<file path="config.mk">
export PLATFORM = sky130hd
export DESIGN_NAME = mux_2x1_rr_arb
export DESIGN_NICKNAME = d
export VERILOG_FILES = /design/src/rtl/mux_2x1_rr_arb.sv
export SDC_FILE = /design/constraint.sdc
export NUM_CORES = 1
export LEC_CHECK = 0
export CAP_MARGIN = 20
export CORE_MARGIN = 10
export CORE_UTILIZATION = 34
export CTS_BUF_LIST = sky130_fd_sc_hd__clkbuf_16
export CTS_CLUSTER_SIZE = 20
export DETAILED_ROUTE_END_ITERATION = 16
export GPL_TIMING_DRIVEN = 1
export PLACE_DENSITY = 0.76
export SYNTH_ARGS = -nofsm -noshare
export SYNTH_HDL_FRONTEND = slang
export SYNTH_SLANG_ARGS = --single-unit
</file>
<file path="constraint.sdc">
create_clock -name clk -period 1.98 [get_ports clk]
set_input_delay 0.396 -clock clk [delete_from_list [all_inputs] [get_ports clk]]
set_output_delay 0.396 -clock clk [all_outputs]
set_load 0.05 [all_outputs]
</file>
<file path="src/rtl/mux_2x1_rr_arb.sv">
// Round-robin arbiter: two valid/ready requesters into one registered output.
// Optional ARB_LOCK_EN adds in_lock to pin the grant to one requester.
module mux_2x1_rr_arb #(
   parameter int WIDTH = 8
) (
   input  logic             clk,
   input  logic             rst,
   input  logic [WIDTH-1:0] in0_data,
   input  logic             in0_valid,
   output logic             in0_ready,
   input  logic [WIDTH-1:0] in1_data,
   input  logic             in1_valid,
   output logic             in1_ready,
`ifdef ARB_LOCK_EN
   input  logic [1:0]       in_lock,
`endif
   output logic [WIDTH-1:0] out_data,
   output logic             out_valid,
   input  logic             out_ready,
   output logic             out_sel
);

   logic [WIDTH-1:0] data_q, data_d;
   logic             valid_q, valid_d;
   logic             sel_q, sel_d;
   logic             prio_q, prio_d;
   logic             load;
   logic             v0_elig, v1_elig;
   logic             grant, pick1;

`ifdef ARB_LOCK_EN
   logic lock_q, lock_d;
   logic own_q, own_d;

   // A held lock masks the non-owner out of arbitration entirely
   assign v0_elig = in0_valid & ~(lock_q & own_q);
   assign v1_elig = in1_valid & ~(lock_q & ~own_q);
`else
   assign v0_elig = in0_valid;
   assign v1_elig = in1_valid;
`endif

   assign load  = ~valid_q | out_ready;
   assign pick1 = v1_elig & (~v0_elig | prio_q);
   assign grant = ~rst & load & (v0_elig | v1_elig);

   assign in0_ready = grant & ~pick1;
   assign in1_ready = grant & pick1;

   always_comb begin
      data_d  = data_q;
      valid_d = valid_q;
      sel_d   = sel_q;
      prio_d  = prio_q;
      if (grant) begin
         data_d  = pick1 ? in1_data : in0_data;
         valid_d = 1'b1;
         sel_d   = pick1;
         prio_d  = ~pick1;
      end else if (out_ready) begin
         valid_d = 1'b0;
      end
   end

`ifdef ARB_LOCK_EN
   always_comb begin
      lock_d = lock_q;
      own_d  = own_q;
      if (grant) begin
         lock_d = in_lock[pick1];
         own_d  = pick1;
      end
   end

   always_ff @(posedge clk) begin
      if (rst) begin
         lock_q <= 1'b0;
         own_q  <= 1'b0;
      end else begin
         lock_q <= lock_d;
         own_q  <= own_d;
      end
   end
`endif

   always_ff @(posedge clk) begin
      if (rst) begin
         data_q  <= '0;
         valid_q <= 1'b0;
         sel_q   <= 1'b0;
         prio_q  <= 1'b0;
      end else begin
         data_q  <= data_d;
         valid_q <= valid_d;
         sel_q   <= sel_d;
         prio_q  <= prio_d;
      end
   end

   assign out_data  = data_q;
   assign out_valid = valid_q;
   assign out_sel   = sel_q;

endmodule

</file>
Word-level counts from Yosys, hierarchy flattened
Index checks and enable logic that the tools add are counted.
{"block": "word_totals", "register_bits": 11, "input_bits": 21, "output_inout_bits": 12, "elab_cells": 20}
{"block": "op_classes", "muxes": 3, "bitwise": 12, "reduce_logical": 1}
{"op": "2-to-1 mux 8 bit", "count": 1}
{"op": "AND 1 bit", "count": 5}
{"op": "NOT 1 bit", "count": 4}
{"op": "OR 1 bit", "count": 3}
{"op": "2-to-1 mux 1 bit", "count": 2}
{"op": "nonzero test 2 bit", "count": 1}

Depth between registers and ports, before layout
{"block": "logic_depth", "ltp_word": 5, "ltp_mapped": 6, "ltp_nobuf": 5}

Least setup slack after synthesis
OpenSTA, ideal clock, no wires.
{"block": "synth_path", "kind": "register to output", "start": "reg valid_q, in the netlist out_valid", "end": "out in0_ready", "t_arrival_ns": 1.853, "required_ns": 1.584, "setup_slack_ns": -0.269, "path_stages_with_launch": 5, "n_path_buf": 1, "cell_sequence": "dfxtp_1 > nor2b_4 > or3_4 > buf_6 > nor2b_1"}
{"block": "synth_via", "elab_chain_len": 5}
{"element": "from (decl)", "line_no": "24", "source": "logic valid_q, valid_d;"}
{"element": "from (signal assigned)", "line_no": "94", "source": "valid_q <= valid_d;"}
{"element": "NOT 1 bit", "line_no": "43", "source": "assign load = ~valid_q | out_ready;"}
{"element": "OR 1 bit", "line_no": "43"}
{"element": "AND 1 bit (2 in series)", "line_no": "45", "source": "assign grant = ~rst & load & (v0_elig | v1_elig);"}
{"element": "AND 1 bit", "line_no": "47", "source": "assign in0_ready = grant & ~pick1;"}
{"element": "to (decl)", "line_no": "10", "source": "output logic in0_ready,"}
No other way between the ends.

Final worst setup path
{"block": "layout_path", "start": "reg valid_q, in the netlist out_valid", "end": "out in1_ready"}
{"block": "layout_via", "elab_chain_len": 5}
{"element": "NOT 1 bit", "line_no": "43"}
{"element": "OR 1 bit", "line_no": "43"}
{"element": "AND 1 bit (2 in series)", "line_no": "45"}
{"element": "AND 1 bit", "line_no": "48", "source": "assign in1_ready = grant & pick1;"}
{"element": "to (decl)", "line_no": "13", "source": "output logic in1_ready,"}
No other way between the ends.

==> run metrics <==
status finished, final reports clean; clk_lat worst skew between 0.2 and 0.25 ns; clock slew at reported path FFs around 0.04 ns; cell family with most CP delay simple AND/OR/NAND/NOR gates; Tot Pwr 857 uW; Worst EP required around 1.6 ns; total core area about 1400 sq um; RSZ-0062 raised after global routing false; drt first-iter violations 10; setup slack, reg-to-reg about 0.48 ns; R2R cell count 6; # port buffers 32; share of the synthesized area in the top cell type 0.429; dpl hpwl 1.29 mm; Tcrit/Tclk final 0.964; CP cell instances nor2b_4 -> or3_4 -> or2_4 -> inv_4 -> buf_12; minimum hold slack ~0.47 ns; drt total wl roughly 1.7 mm; WP buf/inv 2; Sink Count 11; first-pass GRT wire length 2.79 mm; critical path type reg2out; Synth Area per Inst approximately 9.7 sq um; Final Hold Viols 0; die area around 3500 sq um; DP Area around 900 sq um; Cell Count, Final, Fillers Out around 110; Worst-Margin Slew around 0.51 ns; final setup violation count 0; Hold Path Origin out_sel; Pleak around 0.45 nW; post-synth top area cell dfxtp_1; routability cong. 0.772; Slew Limit Headroom 0.658; YS warnings 0; initial antenna violation count 0; Initial Util 0.375; Netlist cell types 17; CP max FO 4; minimum clock period 1.91 ns; Area growth syn-to-layout 98.3%; # diodes 0; Hold Path End out_sel; GRT Overall Usage 0.105; Post-synth top cells dfxtp_1 (11), o21ai_0 (9), mux2i_1 (8), nand3b_1 (8); Final ANT Viol Nets 0; PwrDens approximately 840 nW/um^2; Hold Crit Class reg2reg; Filler cells 112; number of synthesized register bits 11; Inst Count DP between 100 and 150; dominant cells by area after synthesis dfxtp_1 (43%), mux2i_1 (16%), nand3b_1 (12%); Via density just under 5; syn nets 74; layout cells sized above 1 0.240; row cnt 13; most frequent cell after synthesis dfxtp_1; Post-synth top flop dfxtp_1; R2R Path End out_sel; ys async rst share 0; hold depth 2; clk buf depth 2; DRC 0; die height about 59 um; largest net degree at the start of global routing 12; vias after detailed routing ~540; CTS buffer count 3; Largest stage delay, worst path 0.39 ns; post-route cell area 1020 sq um; die width 58.8 um; Post-synth EDFFs 0; Setup crit end kind output port; max_cap viols 0; maximum VDD drop roughly 800 uV; Crit Reg-Reg Startpoint out_valid; Seq/Total Area, Yosys 0.429; Gate Count Post-Synth 53; Post-Syn Area 513 sq um; Pre-antenna DRT Iters 4; vias in the first global route ~580; global route overflow 0; Slew Viols, Final 0; per-cell routed wire length about 15 um; FMAX between 0.5 and 0.6 GHz; Slowest cell on crit path or3_4; # nets final roughly 120; Max H-tree Level 1; clock root cell clkbuf_16; I/O pins 33; startpoint types register; worst-case clock skew roughly 0.00045 ns; crit path DAT ~1.5 ns; CTS tree done
==> stage by stage <==
step           utilization  setup slack, ns  setup TNS, ns
2_1_floorplan            -           0.0963              0
3_3_place_gp         0.679           -0.209         -0.417
3_5_place_dp         0.679           -0.216         -0.432
4_1_cts              0.744           0.0602              0
5_1_grt              0.745           0.0140              0
6_report             0.745           0.0711              0
==> power by group <==
group	internal [mW]	total (mW)	switching (mW)	leakage, nW
sequential	0.244	0.254	0.0103	0.0914
combinational	0.114	0.242	0.128	0.316
clock	0.265	0.360	0.0955	0.0423
==> worst register-to-register path, stage by stage, from the launching register on <==
cell     delay [ns]
dfxtp_2        0.31
nor2b_4        0.12
or3_4          0.39
or2_4          0.26
buf_4          0.14
buf_4          0.13
a21oi_2        0.09
==> state kept, by name, summed over array words and instances, names as in the netlist <==
name	cells
out_valid	1
out_data	8
prio_q	1
out_sel	1
==> worst max path at each step <==
stage,start,end,slack [ns],depth (start not counted)
6_report,out_valid,in1_ready,0.07,5
5_1_grt,out_ready,in1_ready,0.01,6
4_1_cts,out_ready,in1_ready,0.06,6
3_5_place_dp,out_ready,in0_ready,-0.22,6
3_3_place_gp,out_ready,in1_ready,-0.21,6
2_1_floorplan,out_valid,in1_ready,0.1,5
==> cells in the final DEF (no fill, tap or decap), types with 2 or more instances in the layout <==
cell / netlist / layout
clkbuf_16: 0 / 3
buf_4: 0 / 11
inv_1: 1 / 2
dlygate4sd2_1: 0 / 3
buf_12: 0 / 2
clkdlybuf4s50_1: 0 / 26
mux2i_1: 8 / 8
nor3_1: 2 / 2
o21ai_0: 9 / 8
dfxtp_1: 11 / 10
nor2_1: 2 / 2
nand3b_1: 8 / 8
nor2b_4: 1 / 2
==> layout make-up <==
type	count	area, sq um	area share
Clock buffer	3	75.1	0.0738
Clock inverter	1	3.75	0.00369
Inverter	2	10.0	0.00984
Multi-Input combinational cell	36	269	0.264
Sequential cell	11	221	0.218
Tap cell	15	18.8	0.0185
Timing Repair Buffer	43	419	0.412
==> what timing repair did <==
action | in CTS | in global routing
endpoints found under the setup margin | 2 | 2
resized for setup | 6 | 1
pin swaps | 2 | 0
hold buffers | 0 | 0
gates cloned | 0 | 0
endpoints found under the hold margin | 0 | 0
setup buffers | 1 | 0
==> metal layers <==
layer  vias up  wire (um)  global-route usage
met5         -          0                   0
met3         2        140              0.0536
li1        268          -                   -
met4         0         21              0.0393
met2        21        875               0.183
met1       250        664               0.103
==> logic make-up after synthesis <==
logic type             synth area share
DFF                               0.429
buffers and inverters            0.0610
AOI/OAI and AO/OA                 0.105
and+or+nand+nor                   0.249
muxes                             0.156
No activity file was read; power rests on OpenSTA's default activity.
